**src/rtl/or4x2_rr_arbiter.sv**
```systemverilog
// Four-port round-robin arbiter with locked grant, steering the owner's lane to O.
// Optional macro ARB_TIMEOUT_EN adds a MAX_HOLD preemption counter.
module or4x2_rr_arbiter #(
    parameter int WIDTH    = 2,
    parameter int MAX_HOLD = 8
) (
    input  logic             CLK,
    input  logic             RESET,
    input  logic [3:0]       REQ,
    input  logic [WIDTH-1:0] I0,
    input  logic [WIDTH-1:0] I1,
    input  logic [WIDTH-1:0] I2,
    input  logic [WIDTH-1:0] I3,
    output logic [3:0]       GNT,
    output logic [1:0]       GNT_IDX,
    output logic             BUSY,
    output logic             VALID,
    output logic [WIDTH-1:0] O
);

    typedef enum logic {ST_IDLE = 1'b0, ST_OWN = 1'b1} state_t;

    if (MAX_HOLD < 1 || MAX_HOLD > 255) begin : g_bad_max_hold
        $error("MAX_HOLD must be in 1..255");
    end

    state_t           r_state, w_state_nxt;
    logic [3:0]       r_gnt, w_gnt_nxt;
    logic [1:0]       r_gnt_idx, w_gnt_idx_nxt;
    logic [1:0]       r_ptr, w_ptr_nxt;
    logic             w_new_grant;
    logic             w_timeout;
    logic [3:0]       w_others;
    logic [2:0]       w_pick_idle, w_pick_own;
    logic [WIDTH-1:0] w_lane;

    // Returns {found, index} of the first set bit searching base, base+1, ... mod 4.
    function automatic logic [2:0] f_search(input logic [3:0] req, input logic [1:0] base);
        logic [1:0] idx;
        f_search = 3'b000;
        for (int k = 3; k >= 0; k--) begin
            idx = base + 2'(k);
            if (req[idx]) f_search = {1'b1, idx};
        end
    endfunction

    assign w_others    = REQ & ~r_gnt;
    assign w_pick_idle = f_search(REQ, r_ptr);
    assign w_pick_own  = f_search(w_others, r_gnt_idx + 2'd1);

`ifdef ARB_TIMEOUT_EN
    localparam logic [7:0] HOLD_LAST = 8'(MAX_HOLD - 1);
    logic [7:0] r_hold_cnt;

    assign w_timeout = (r_state == ST_OWN) && (r_hold_cnt >= HOLD_LAST) && (|w_others);

    always_ff @(posedge CLK) begin
        if (RESET)
            r_hold_cnt <= 8'd0;
        else if (w_new_grant)
            r_hold_cnt <= 8'd0;
        else if (r_state == ST_OWN && r_hold_cnt < HOLD_LAST)
            r_hold_cnt <= r_hold_cnt + 8'd1;
    end
`else
    assign w_timeout = 1'b0;
`endif

    // NOTE: every next-state signal gets its hold value first, so no path leaves it unassigned and no latch is inferred.
    always_comb begin
        w_state_nxt   = r_state;
        w_gnt_nxt     = r_gnt;
        w_gnt_idx_nxt = r_gnt_idx;
        w_ptr_nxt     = r_ptr;
        w_new_grant   = 1'b0;
        case (r_state)
            ST_IDLE: begin
                if (w_pick_idle[2]) begin
                    w_state_nxt   = ST_OWN;
                    w_gnt_nxt     = 4'b0001 << w_pick_idle[1:0];
                    w_gnt_idx_nxt = w_pick_idle[1:0];
                    w_new_grant   = 1'b1;
                end
            end
            ST_OWN: begin
                // Release and timeout both rotate priority past the owner and hand over with no bubble.
                if (!REQ[r_gnt_idx] || w_timeout) begin
                    w_ptr_nxt = r_gnt_idx + 2'd1;
                    if (w_pick_own[2]) begin
                        w_gnt_nxt     = 4'b0001 << w_pick_own[1:0];
                        w_gnt_idx_nxt = w_pick_own[1:0];
                        w_new_grant   = 1'b1;
                    end else begin
                        w_state_nxt   = ST_IDLE;
                        w_gnt_nxt     = 4'b0000;
                        w_gnt_idx_nxt = 2'd0;
                    end
                end
            end
            default: begin
                w_state_nxt   = ST_IDLE;
                w_gnt_nxt     = 4'b0000;
                w_gnt_idx_nxt = 2'd0;
            end
        endcase
    end

    // NOTE: sequential state uses non-blocking assignments so every register samples pre-edge values.
    always_ff @(posedge CLK) begin
        if (RESET) begin
            r_state   <= ST_IDLE;
            r_gnt     <= 4'b0000;
            r_gnt_idx <= 2'd0;
            r_ptr     <= 2'd0;
        end else begin
            r_state   <= w_state_nxt;
            r_gnt     <= w_gnt_nxt;
            r_gnt_idx <= w_gnt_idx_nxt;
            r_ptr     <= w_ptr_nxt;
        end
    end

    always_comb begin
        case (r_gnt_idx)
            2'd0:    w_lane = I0;
            2'd1:    w_lane = I1;
            2'd2:    w_lane = I2;
            default: w_lane = I3;
        endcase
    end

    assign GNT     = r_gnt;
    assign GNT_IDX = r_gnt_idx;
    assign BUSY    = (r_state == ST_OWN);
    assign VALID   = ~RESET & BUSY & REQ[r_gnt_idx];
    assign O       = VALID ? w_lane : '0;

endmodule

```
**config.mk**
```make
export PLATFORM = sky130hd
export DESIGN_NAME = or4x2_rr_arbiter
export DESIGN_NICKNAME = d
export VERILOG_FILES = /design/src/rtl/or4x2_rr_arbiter.sv
export SDC_FILE = /design/constraint.sdc
export NUM_CORES = 1
export LEC_CHECK = 0
export CORE_AREA = 2 2 39 41
export DETAILED_ROUTE_END_ITERATION = 10
export DIE_AREA = 0 0 41 43
export DONT_BUFFER_PORTS = 1
export GPL_ROUTABILITY_DRIVEN = 0
export PLACE_DENSITY = 0.8
export SLEW_MARGIN = 20
export SYNTH_ARGS = -nofsm -noshare
export SYNTH_HDL_FRONTEND = slang
export SYNTH_SLANG_ARGS = --single-unit
export TNS_END_PERCENT = 50
```
**constraint.sdc**
```tcl
create_clock -name CLK -period 2.3 [get_ports CLK]
set_input_delay 0.46 -clock CLK [delete_from_list [all_inputs] [get_ports CLK]]
set_output_delay 0.46 -clock CLK [all_outputs]
set_load 0.01 [all_outputs]
```
==> impl_results.md <==
- Worst Path Arrival: 1.64 ns
- Period utilisation layout: 91.2%
- Final setup fails: 0
- DP Wirelength: 1.45 mm
- Drt total wl: 1.96 mm
- RSZ-0062 raised after global routing: false
- Multi-input logic area: 541 sq um
- DRC violations left: 0
- Worst path cell trace: mux4_1 > nand2_1 > or2_2 > nor2_1
- Part of the Yosys area used for sequential elements: 23.9%
- ANT cells: 0
- Post-DR wirelength/cell: 17.4 microns
- Sw Pwr: 270 uW
- Finished Layout Cells: 113
- Clk pin slew, worst setup/hold paths: 0.08 ns
- Post-synth top area share: 23.9%
- Maximum clock path buffer count: 2
- Core outline area: 0.00138 sq mm
- Rel. slew slack: 40.0%
- Root Buffer: clkbuf_4
- Leak: 0.334 nW
- Syn Nets: 112
- Postcts setup bufs: 0
- Setup TNS: 0 ns
- Worst-Skew Late Latency: 0.29 ns
- H-tree depth: 1
- Fill count: 131
- Mapped Cells: 94
- Total grt overflow: 0
- Fmax: 477 MHz
- Max FO, Critical Path: 5
- Worst Skew: 0.0175 ns
- Syn-to-layout area delta: 5.97%
- WS Path Type: reg2out
- Measured slew at the worst slew-check pin: 0.878 ns
- Number of global-route vias before repair: 754
- Final Max Tran Viols: 0
- Die area: 0.00176 sq mm
- Mean Syn Cell Area: 8.03 sq um
- Worst vdd rail ir drop: 0.533 mV
- Vert. Die Dim: 43 microns
- # port buffers: 0
- Final #Nets: 116
- Post-CTS Resized: 0
- Layout cell share with drive strength beyond 1: 11.3%
- Ports: 24
- Placed cells: 109
- Largest net degree at the start of global routing: 11
- Clk network pwr share: 21.1%
- Sequential power share: 35.7%
- Reg area: 181 sq um
- Row count: 14
- Main synth FF type: dfxtp_1
- Switching share of power: 41.9%
- Post-synth EDFFs: 0
- HP Class: in2reg
- Post-cts hold buffer count: 0
- Power, Total: 644 uW
- Internal: 374 uW
- CTS tree: done
- Initial DRC Count: 37
- Antenna violations before repair: 0
- Mapped cell area: 754 sq um
- Max-capacitance violation count: 0
- Area leader, netlist: dfxtp_1
- Initial Util: 54.5%
- TritonCTS Sinks: 9
- ANT nets after route: 0
- Logic pwr share: 43.1%
- Unique masters post-synth: 40
- First-pass DRT Iterations: 4
- First-pass GRT wire length: 3.19 mm
- CP max stage cell: dfxtp_2
- Synth warn: 0
- DR vias: 758
- Fin. Hold Viols: 0
- Via density: 6.71
- Status: completed
- Clock buffer count from CTS: 3
- Critical Path Sink Type: output pin
- Die Wd: 41 microns
- Most common cell after layout, fill and taps aside: nor2_1
- Final min period: 2.10 ns
- Most frequent cells in the layout: nor2_1, dfxtp_1, a21oi_1, inv_1
- Worst path max stage delay: 0.37 ns
- Synth top area cells: dfxtp_1, ha_1, nor2_1, nand3b_1, a21oi_1
- Critical Path Start Type: register
- FF+latch count, synth: 9
- Synth async-reset ratio: 0%
- CP Data Required Time: 1.84 ns
- Pwr per Cell Area: 806 mW/mm^2
- Gr usage total: 27.6%
==> synthesized netlist by cell type, types with 2 or more instances <==
| library cell | number |
|---|---|
| a221oi_1 | 2 |
| a222oi_1 | 2 |
| a211oi_1 | 2 |
| nor3_1 | 5 |
| and3b_1 | 2 |
| nand2b_1 | 3 |
| nor2b_1 | 3 |
| nand3b_1 | 5 |
| a21oi_1 | 7 |
| inv_1 | 6 |
| dfxtp_1 | 9 |
| ha_1 | 4 |
| nor2_1 | 13 |
| nand2_1 | 5 |
==> worst max-delay path, delay by kind of cell, from the launching register on <==
family,cells,cell delay [ns]
mux,1,0.37
simple gates,3,0.62
flops,1,0.37
==> final cells by class <==
type,instances,share of cell area (%)
Timing Repair Buffer,1,0.939
Clock buffer,3,2.82
Tap cell,16,2.50
Multi-Input combinational cell,77,67.6
Inverter,6,2.82
Clock inverter,1,0.626
Sequential cell,9,22.7
==> registers in the layout, summed over array words and instances, names as in the netlist <==
register and count:
GNT 4, GNT_IDX 2, r_ptr 2, BUSY 1
==> metrics by stage <==
stage / utilization [%] / setup slack [ns] / instance area [sq um] / hold slack, ns
2_1_floorplan: - / 0.303 / 754 / 0.486
3_3_place_gp: 55.7 / 0.312 / 771 / 0.512
3_5_place_dp: 55.7 / 0.256 / 771 / 0.527
4_1_cts: 57.7 / 0.149 / 798 / 0.235
5_1_grt: 57.8 / 0.0901 / 800 / 0.239
6_report: 57.8 / 0.203 / 800 / 0.227
==> per-layer routing <==
layer  routed length [microns]  track usage [%]
met4                        59             20.0
met1                       818             32.5
met5                         0                0
met2                       924             41.3
met3                       159             6.28
==> power by group through the flow <==
stage	Combinational, mW	Sequential (mW)	Clock [mW]
2_1_floorplan	0.220	0.231	0
3_3_place_gp	0.263	0.232	0
3_5_place_dp	0.272	0.233	0
4_1_cts	0.274	0.229	0.133
5_1_grt	0.316	0.237	0.137
6_report	0.278	0.230	0.136
==> cells by family after synthesis <==
group | Yosys count | synth area share (%)
AO/OA/AOI/OAI | 26 | 27.0
buffers and inverters | 8 | 4.48
adder cells (fa/ha/maj) | 4 | 6.63
AND/OR/NAND/NOR | 45 | 33.2
multiplexers | 2 | 4.81
flip-flops | 9 | 23.9
==> path summary, 6_finish.rpt <==
kind                                  from         end  slack [ns]  depth (start not counted)
worst max-delay path            GNT_IDX[1]        O[0]        0.20                          4
worst min-delay path                 RESET    r_ptr[1]        0.23                          1
worst max register to register  GNT_IDX[1]      GNT[2]        0.33                          7
worst min register to register  GNT_IDX[0]  GNT_IDX[0]        0.53                          2
Power figures use the tool's default switching activity.
